$ cat src/rtl/seseg_pkg.sv
// Shared constants for the seven-segment scanner.
// Segment codes are active-low, bit0=a ... bit6=g.
package seseg_pkg;

   localparam logic [6:0] SEG_OFF = 7'b1111111;

   localparam logic [6:0] SEG_0 = 7'b1000000;
   localparam logic [6:0] SEG_1 = 7'b1111001;
   localparam logic [6:0] SEG_2 = 7'b0100100;
   localparam logic [6:0] SEG_3 = 7'b0110000;
   localparam logic [6:0] SEG_4 = 7'b0011001;
   localparam logic [6:0] SEG_5 = 7'b0010010;
   localparam logic [6:0] SEG_6 = 7'b0000010;
   localparam logic [6:0] SEG_7 = 7'b1011000;
   localparam logic [6:0] SEG_8 = 7'b0000000;
   localparam logic [6:0] SEG_9 = 7'b0010000;
   localparam logic [6:0] SEG_A = 7'b0001000;
   localparam logic [6:0] SEG_B = 7'b0000011;
   localparam logic [6:0] SEG_C = 7'b1000110;
   localparam logic [6:0] SEG_D = 7'b0100001;
   localparam logic [6:0] SEG_E = 7'b0000110;
   localparam logic [6:0] SEG_F = 7'b0001110;

endpackage

$ cat src/rtl/hex7_dec.sv
// Combinational hex nibble to active-low segment decoder.
module hex7_dec
   import seseg_pkg::*;
(
   input  logic [3:0] nibble,
   output logic [6:0] seg
);

   always_comb begin
      seg = SEG_OFF;
      case (nibble)
         4'h0: seg = SEG_0;
         4'h1: seg = SEG_1;
         4'h2: seg = SEG_2;
         4'h3: seg = SEG_3;
         4'h4: seg = SEG_4;
         4'h5: seg = SEG_5;
         4'h6: seg = SEG_6;
         4'h7: seg = SEG_7;
         4'h8: seg = SEG_8;
         4'h9: seg = SEG_9;
         4'hA: seg = SEG_A;
         4'hB: seg = SEG_B;
         4'hC: seg = SEG_C;
         4'hD: seg = SEG_D;
         4'hE: seg = SEG_E;
         4'hF: seg = SEG_F;
         default: seg = SEG_OFF;
      endcase
   end

endmodule

$ cat src/rtl/seseg_scan.sv
// Multiplexed seven-segment scanner with dead time, blanking,
// blinking and leading-zero suppression; all outputs registered.
module seseg_scan
   import seseg_pkg::*;
#(
   parameter int NUM_DIGITS  = 4,
   parameter int CLK_DIV     = 50000,
   parameter int DEAD_CYCLES = 16,
   parameter int BLINK_SCANS = 64
) (
   input  logic                    clk,
   input  logic                    rst_n,
   input  logic [4*NUM_DIGITS-1:0] value,
   input  logic                    load,
   input  logic [NUM_DIGITS-1:0]   dp,
   input  logic [NUM_DIGITS-1:0]   blank_mask,
   input  logic [NUM_DIGITS-1:0]   blink_mask,
   input  logic                    lz_en,
   output logic [6:0]              seg,
   output logic                    dp_n,
   output logic [NUM_DIGITS-1:0]   an
);

   localparam int PW = $clog2(CLK_DIV);
   localparam int IW = (NUM_DIGITS > 1) ? $clog2(NUM_DIGITS) : 1;
   localparam int SW = (BLINK_SCANS > 1) ? $clog2(BLINK_SCANS) : 1;

   localparam logic [PW-1:0] P_LAST = PW'(CLK_DIV - 1);
   localparam logic [PW-1:0] P_DEAD = PW'(DEAD_CYCLES);
   localparam logic [IW-1:0] I_LAST = IW'(NUM_DIGITS - 1);
   localparam logic [SW-1:0] S_LAST = SW'(BLINK_SCANS - 1);

   generate
      if (NUM_DIGITS < 1 || NUM_DIGITS > 8) begin : g_bad_digits
         $error("seseg_scan: NUM_DIGITS must be 1..8");
      end
      if (CLK_DIV < 2) begin : g_bad_div
         $error("seseg_scan: CLK_DIV must be >= 2");
      end
      if (DEAD_CYCLES < 0 || DEAD_CYCLES > CLK_DIV - 1) begin : g_bad_dead
         $error("seseg_scan: DEAD_CYCLES must be 0..CLK_DIV-1");
      end
      if (BLINK_SCANS < 1) begin : g_bad_blink
         $error("seseg_scan: BLINK_SCANS must be >= 1");
      end
   endgenerate

   logic [PW-1:0]           presc;
   logic [IW-1:0]           idx;
   logic [SW-1:0]           scans;
   logic                    phase;
   logic [4*NUM_DIGITS-1:0] sh_value;
   logic [NUM_DIGITS-1:0]   sh_dp;
   logic [NUM_DIGITS-1:0]   sh_blank;
   logic [NUM_DIGITS-1:0]   sh_blink;

   logic                    wrap;
   logic [NUM_DIGITS-1:0]   supp;
   logic                    hi_zero;
   logic [3:0]              nib;
   logic [6:0]              code;
   logic                    dark;
   logic                    lit;
   logic [NUM_DIGITS-1:0]   onehot;
   logic [6:0]              seg_nxt;
   logic                    dp_n_nxt;

   assign wrap = (presc == P_LAST);
   assign nib  = sh_value[{idx, 2'b00} +: 4];

   hex7_dec u_dec (
      .nibble (nib),
      .seg    (code)
   );

   // Digit k is blank when it and everything above it is zero.
   always_comb begin
      supp    = '0;
      hi_zero = 1'b1;
      for (int k = NUM_DIGITS - 1; k > 0; k--) begin
         hi_zero = hi_zero && (sh_value[4*k +: 4] == 4'h0);
         supp[k] = lz_en && hi_zero;
      end
   end

   always_comb begin
      dark        = sh_blank[idx] | (sh_blink[idx] & phase) | supp[idx];
      lit         = (presc >= P_DEAD) && !dark;
      onehot      = '0;
      onehot[idx] = lit;
      seg_nxt     = lit ? code : SEG_OFF;
      dp_n_nxt    = lit ? ~sh_dp[idx] : 1'b1;
   end

   always_ff @(posedge clk or negedge rst_n) begin
      if (!rst_n) begin
         presc    <= '0;
         idx      <= '0;
         scans    <= '0;
         phase    <= 1'b0;
         sh_value <= '0;
         sh_dp    <= '0;
         sh_blank <= '0;
         sh_blink <= '0;
         seg      <= SEG_OFF;
         dp_n     <= 1'b1;
         an       <= '1;
      end else begin
         presc <= wrap ? '0 : presc + 1'b1;
         if (wrap) begin
            idx <= (idx == I_LAST) ? '0 : idx + 1'b1;
            if (idx == I_LAST) begin
               if (scans == S_LAST) begin
                  scans <= '0;
                  phase <= ~phase;
               end else begin
                  scans <= scans + 1'b1;
               end
            end
         end
         if (load) begin
            sh_value <= value;
            sh_dp    <= dp;
            sh_blank <= blank_mask;
            sh_blink <= blink_mask;
         end
         seg  <= seg_nxt;
         dp_n <= dp_n_nxt;
         an   <= ~onehot;
      end
   end

endmodule

$ cat config.mk
export PLATFORM = sky130hd
export DESIGN_NAME = seseg_scan
export DESIGN_NICKNAME = d
export VERILOG_FILES = /design/src/rtl/seseg_pkg.sv /design/src/rtl/hex7_dec.sv /design/src/rtl/seseg_scan.sv
export SDC_FILE = /design/constraint.sdc
export NUM_CORES = 1
export LEC_CHECK = 0
export ABC_CLOCK_PERIOD_IN_PS = 1980
export BUFFER_PORTS_ARGS = -buffer_cell sky130_fd_sc_hd__buf_2
export CORE_ASPECT_RATIO = 0.6
export CORE_MARGIN = 2
export CORE_UTILIZATION = 50
export DETAILED_ROUTE_END_ITERATION = 10
export MAX_ROUTING_LAYER = met4
export PLACE_DENSITY = 0.74
export SLEW_MARGIN = 15
export SYNTH_ARGS = -nofsm -noshare
export SYNTH_HDL_FRONTEND = slang
export SYNTH_SLANG_ARGS = --single-unit
$ cat constraint.sdc
create_clock -name clk -period 1.98 [get_ports clk]
set_input_delay 0.198 -clock clk [delete_from_list [all_inputs] [get_ports clk]]
set_output_delay 0.198 -clock clk [all_outputs]
set_load 0.005 [all_outputs]
==> summary.txt, run 1 <==
Run status
  • Outcome: completed

Final layout
  • Fin nets: 372
  • Core Util, Final: between 60 and 70%
  • Layout area overhead: 22.2%
  • Ant diodes: 0
  • Share of post-route cells with drive strength above 1: 44.9%

Die
  • Initial core utilization: 51.3%
  • DIE AREA: slightly below 7000 um2
  • Width of the die: ~110 um
  • Die span in y: about 65 um
  • CORE AREA: 6080 um2
  • # rows: 22
  • I/O pin cnt: between 40 and 50

Worst setup path
  • Capture point of the worst reg-to-reg path: an[1]$_DFF_PN1_
  • Crit path arrival time: around 2.2 ns
  • CP Launch Point: idx[0]$_DFFE_PN0N_
  • R2R depth: 6
  • R2r setup slk: roughly 0.048 ns
  • Critical Path Fanout Max: 6
  • Critical path type: flip-flop to flip-flop
  • Worst Path Required: around 2.2 ns
  • Setup crit end kind: flip-flop
  • Reg2Reg Launch Point: idx[0]$_DFFE_PN0N_
  • Critical Path End: an[1]$_DFF_PN1_
  • CP Launch Type: flip-flop

STA
  • Min cycle time layout: ~1.9 ns
  • Final hold viol count: 0
  • Setup violations, final: 0
  • Slew @ Worst Pin: 0.636 ns
  • Final Max Tran Viols: 0
  • Fin crit share: ~98%
  • Clock skew: 0.00832 ns
  • Slew headroom: 57.6%
  • Post-route setup slack: approximately 0.048 ns
  • Unrepaired setup endpoints after global routing: yes
  • Fmax: a little over 500 MHz

Clocking
  • CTS clk-pin slew, worst paths: 0.07 ns
  • H-tree level count: 3
  • CTS tree: built
  • Root Driver: clkbuf_8
  • Clock latency on the worst-skew pair: approximately 0.34 ns
  • Num CTS Buffers: 9
  • Clk sinks: 65
  • Max Root-Sink Buffers: 2

Yosys
  • Top cell type by total area after synthesis: dfrtp_1
  • Top cells by count, synth: dfrtp_1 (53), mux2_2 (30), nand2_1 (23)
  • Ys flop type: dfrtp_1
  • Share of the synthesized area in the top cell type: 42.5%
  • Seq cells post-synth: 65
  • Most numerous cell in the Yosys netlist: dfrtp_1
  • Synth area leaders: dfrtp_1 (42%), mux2_2 (11%), dfstp_2 (10%), ha_1 (5.2%), mux4_2 (5.0%)
  • Mean Syn Cell Area: 12.2 um2
  • Synth async-reset ratio: 100%
  • Count of cell types in the netlist: 40
  • Mapped cell area: roughly 3100 um2
  • Warnings from Yosys: 0
  • Cells after synthesis: approximately 260
  • Mapped Nets: ~300
  • Register area share after synthesis: 52.6%
  • EDFF count, synth: 0

Global route
  • Number of global-route vias before repair: about 2300
  • Initial antenna violation count: 0
  • Largest net degree at the start of global routing: 66
  • Global route total overflow: 0
  • First-pass GRT wire length: ~11000 um
  • Total GRT Usage: between 20% and 30%

Route
  • Residual DRC count: 0
  • DR vias/cell: around 5.3
  • Initial DRC Count: 171
  • WL/cell: approximately 16 um
  • Final wirelength: around 6700 um
  • DR pass1 iterations: 4
  • Post-route ant nets: 0
  • Via Count: 2223

Place
  • Post-place setup slack: around 0.033 ns
  • Buffers added on ports: between 40 and 50
  • Placer Congestion: 0.857
  • Post-DP HPWL: 4700 um

Power
  • Pwr Density: about 730 nW/um2
  • Max VDD drop: approximately 0.00066 V
  • Leak: between 0.0015 and 0.002 uW

Min path
  • Worst Hold Class: input pin to flip-flop

Flow run
  • Max Cap Viol: 0
per-layer routing:
metal  global-route usage (%)  vias up  routed length (um)
li1                         -     1046                   -
met1                     31.8     1086                3380
met2                     30.4       79                2840
met3                     5.36       12                 346
met4                     7.89        0                 103
met5                        -        -                   0
cells in the final DEF, fill, tap and decap left out, types with 3 or more instances in the layout:
cell / count
nor2_1: 16
mux4_2: 7
nand3_1: 14
nand4_1: 6
nand2b_1: 4
mux2_2: 30
inv_1: 9
buf_2: 43
o221ai_2: 3
nor4_1: 4
xor2_1: 9
nand2_1: 23
dfrtp_1: 53
clkbuf_8: 9
a21oi_1: 5
clkinv_2: 3
xnor2_1: 7
buf_6: 4
o21ai_0: 5
dfstp_2: 12
ha_1: 11
buf_4: 21
timing repair:
action,4_1_cts,5_1_grt
gates resized for setup,0,15
hold buffers,1,0
hold endpoints to repair,53,0
setup buffers,0,4
endpoints found under the setup margin,0,10
logic make-up (layout without fill, tap and decap cells):
logic type / count (synthesis) / count (layout) / synth area share (%)
xor+xnor: 16 / 16 / 4.49
compound gates: 24 / 24 / 5.57
buf+inv: 21 / 97 / 3.24
simple gates: 79 / 79 / 12.7
mux: 38 / 38 / 16.2
flops: 65 / 65 / 52.6
fa+ha+maj: 13 / 13 / 5.21
state kept, by name, summed over array words and instances, names as in the netlist, 4 cells and up:
signal	flops
seg	7
sh_value	16
an	4
scans	6
presc	16
sh_blink	4
sh_dp	4
sh_blank	4
how the worst min path moves through the flow:
stage | start | end | slack, ns | cells past startpoint
after global routing | dp[2] | sh_dp[2]$_DFFE_PN0P_ | 0.07 | 2
after detailed placement | rst_n | scans[5]$_DFFE_PN0N_ | 0.24 | 2
after floorplan | rst_n | idx[0]$_DFFE_PN0N_ | -0.1 | 0
final | blank_mask[3] | sh_blank[3]$_DFFE_PN0P_ | 0.09 | 2
after global placement | rst_n | scans[2]$_DFFE_PN0N_ | 0.24 | 2
after CTS | blank_mask[3] | sh_blank[3]$_DFFE_PN0P_ | 0.07 | 2
where the power goes:
group | total (uW) | internal [uW] | switching [uW]
clock network | 975 | 450 | 524
logic | 334 | 174 | 161
registers | 1480 | 1430 | 49.1
worst max-delay path: stages, from the launching register on:
cell and delay, ns:
dfrtp_1 0.43, buf_6 0.12, mux4_2 0.48, a221o_1 0.34, a31oi_2 0.21, buf_4 0.20
nand2_1 0.08
through the flow:
step                power (uW)  std cells  TNS, ns  area [um2]  hold WS (ns)
finish                    2790        416        0        3820        0.0871
global route              2930        416   -0.259        3820        0.0684
CTS                       2800        411        0        3730        0.0714
detailed placement        1820        394        0        3550         0.238
global placement          1800        394        0        3550         0.237
floorplan                 1660        256        0        3120       -0.0976
area by class of cell:
type,count,area (um2)
well taps,84,105
multi-input cells,170,1410
inverters,11,41.3
flip-flops and latches,65,1640
repair buffers,70,448
clock buffers,9,124
clock inverters,7,47.5
fillers,493,2270
Power figures use the tool's default switching activity.
==> run 2: changes to the inputs <==
--- a/config.mk
+++ b/config.mk
@@ -12,7 +12,7 @@
 export CORE_UTILIZATION = 50
 export DETAILED_ROUTE_END_ITERATION = 10
 export MAX_ROUTING_LAYER = met4
-export PLACE_DENSITY = 0.74
+export PLACE_DENSITY = 0.78
 export SLEW_MARGIN = 15
 export SYNTH_ARGS = -nofsm -noshare
 export SYNTH_HDL_FRONTEND = slang
==> run 2 against run 1 <==
Sequential share of layout area shrank 1.3 points. Combinational power increased by 15%. Power is 7.6% higher. Worst hold slack worse by 0.0070 ns. Non-clock buffer count decreased by 1. Largest cell class unchanged. Sequential power about the same.
==> summary.txt, run 2 (synthesis results as in run 1) <==
Run status
  • Outcome: completed (unchanged)

Place
  • Placer Congestion: 0.899 (was 0.857)
  • Post-DP HPWL: 4680 um (was 4700 um)
  • Buffers added on ports: 43 (unchanged)

Final layout
  • Share of post-route cells with drive strength above 1: 47.4% (was 44.9%)
  • Most frequent cells in the layout: dfrtp_1 (52), buf_2 (43), mux2_2 (30) (was dfrtp_1 (53), buf_2 (43), mux2_2 (30))
  • Layout area overhead: 26.2% (was 22.2%)
  • Biggest regs: presc x16, sh_value x16, seg x7 (unchanged)
  • Leading cell type in the layout, fill and taps excluded: dfrtp_1 (unchanged)
  • Ant diodes: 0 (unchanged)
  • Filler Cell Count: 436 (was 493)
  • Fin nets: 371 (was 372)

Route
  • Via Count: 2233 (was 2223)
  • Initial DRC Count: 145 (was 171)
  • Post-route ant nets: 0 (unchanged)
  • Residual DRC count: 0 (unchanged)
  • DR vias/cell: 5.38 (was 5.34)
  • WL/cell: 16.3 um (was 16.1 um)
  • Final wirelength: 6750 um (was 6680 um)
  • DR pass1 iterations: 4 (unchanged)

Clocking
  • H-tree level count: 3 (unchanged)
  • Root Driver: clkbuf_8 (unchanged)
  • Clock latency on the worst-skew pair: 0.34 ns (about the same)
  • CTS tree: built (unchanged)
  • Num CTS Buffers: 9 (unchanged)
  • Clk sinks: 65 (unchanged)
  • CTS clk-pin slew, worst paths: 0.08 ns (was 0.07 ns)
  • Max Root-Sink Buffers: 2 (unchanged)

Power
  • Pwr Density: 761 nW/um2 (was 730 nW/um2)
  • Post-layout power: 3000 uW (was 2790 uW)
  • Max VDD drop: 0.000392 V (was 0.000657 V)
  • Leak: 0.00172 uW (was 0.00170 uW)

Worst setup path
  • CP Launch Type: flip-flop (unchanged)
  • CP Buf/Inv Count: 2 (unchanged)
  • Crit-path cells: buf_6, mux4_2, a221o_1, a31oi_4, clkbuf_16, nand2_1 (was buf_6, mux4_2, a221o_1, a31oi_2, buf_4, nand2_1)
  • Critical Path Fanout Max: 6 (unchanged)
  • Peak per-stage delay on the critical path: 0.48 ns (about the same)
  • Worst Path Required: 2.24 ns (about the same)
  • Crit path arrival time: 2.19 ns (was 2.20 ns)
  • Slowest cell on the critical path: mux4_2 (unchanged)
  • Setup crit end kind: flip-flop (unchanged)
  • Delay-heaviest family, CP: compound AO/OA/AOI/OAI gates (unchanged)
  • Critical path type: flip-flop to flip-flop (unchanged)
  • R2r setup slk: 0.05 ns (about the same)

STA
  • Unrepaired setup endpoints after global routing: yes (unchanged)
  • Min cycle time layout: 1.93 ns (about the same)
  • Slew headroom: 59.1% (was 57.6%)
  • Clock skew: 0.00804 ns (was 0.00832 ns)
  • Slew @ Worst Pin: 0.613 ns (was 0.636 ns)
  • Fin crit share: 97.4% (was 97.6%)
  • Fmax: 518 MHz (about the same)
  • Final hold viol count: 0 (unchanged)
  • WHS: 0.0801 ns (was 0.0871 ns)
  • Setup violations, final: 0 (unchanged)
  • Fin Setup TNS: 0 ns (unchanged)
  • Final Max Tran Viols: 0 (unchanged)

Die
  • I/O pin cnt: 44 (unchanged)
  • CORE AREA: 6080 um2 (unchanged)
  • # rows: 22 (unchanged)
  • DIE AREA: 6910 um2 (unchanged)
  • Initial core utilization: 51.3% (unchanged)
  • Width of the die: 106 um (unchanged)
  • Die span in y: 65.2 um (unchanged)

Global route
  • Initial antenna violation count: 0 (unchanged)
  • Number of global-route vias before repair: 2281 (was 2255)
  • Total GRT Usage: 21.9% (was 22.0%)
  • Largest net degree at the start of global routing: 66 (unchanged)
  • Global route total overflow: 0 (unchanged)
  • First-pass GRT wire length: 11000 um (was 11100 um)

Min path
  • Worst Hold Class: input pin to flip-flop (unchanged)

Flow run
  • Max Cap Viol: 0 (unchanged)
## run 2: cell count changes in the layout (fill, tap and decap cells not counted), moves of 2 or more
cell / change
and3_2: +2
buf_4: -3
clkinv_2: -2
clkinv_4: -2
ha_1: -2
ha_2: -2
ha_4: +4
inv_6: +3
nor2_1: -2
nor2_2: +2
## run 2: final cells by class
type	count	area [um2]	share of cell area, %
clock inverters	7	76.3	1.94
inverters	11	43.8	1.11
flip-flops and latches	65	1640	41.7
multi-input cells	170	1480	37.5
clock buffers	9	124	3.14
repair buffers	69	470	11.9
well taps	84	105	2.67
## run 2: metrics by stage
step	utilization [%]	area, um2	worst slack [ns]	instances
global route	64.8	3940	-0.0379	415
detailed placement	58.4	3550	-0.0419	392
CTS	62.1	3770	0.0102	410
finish	64.8	3940	0.0505	415
global placement	58.4	3550	0.0832	392
floorplan	-	3120	0.0922	256
## run 2: worst paths after layout
| kind | startpoint | endpoint | cells past startpoint |
|---|---|---|---|
| max | idx[0]$_DFFE_PN0N_ | an[3]$_DFF_PN1_ | 6 |
| min | dp[3] | sh_dp[3]$_DFFE_PN0P_ | 2 |
| max reg2reg | idx[0]$_DFFE_PN0N_ | an[3]$_DFF_PN1_ | 6 |
| min reg2reg | sh_blink[1]$_DFFE_PN0P_ | sh_blink[1]$_DFFE_PN0P_ | 1 |
| max in group asynchronous | rst_n | dp_n$_DFF_PN1_ | 3 |
| min in group asynchronous | rst_n | scans[4]$_DFFE_PN0N_ | 3 |
## run 2: per-layer routing
| metal | wire length [um] | global-route usage [%] |
|---|---|---|
| met1 | 3270 | 29.8 |
| met2 | 3020 | 31.0 |
| met4 | 80 | 7.24 |
| met3 | 371 | 7.34 |
| met5 | 0 | - |
## run 2: what timing repair did
action | CTS | global route
endpoints found under the setup margin | 4 | 22
hold buffers | 1 | 0
gates cloned | 0 | 1
resized for setup | 3 | 23
buffers inserted | 1 | 4
hold endpoints to repair | 53 | 0
pin swaps | 0 | 7
## run 2: power breakdown
part	switching, uW	internal, uW	leakage [uW]	total (uW)
registers	50.3	1430	0.000787	1480
logic	179	205	0.000838	384
clock network	545	591	0.0000966	1140
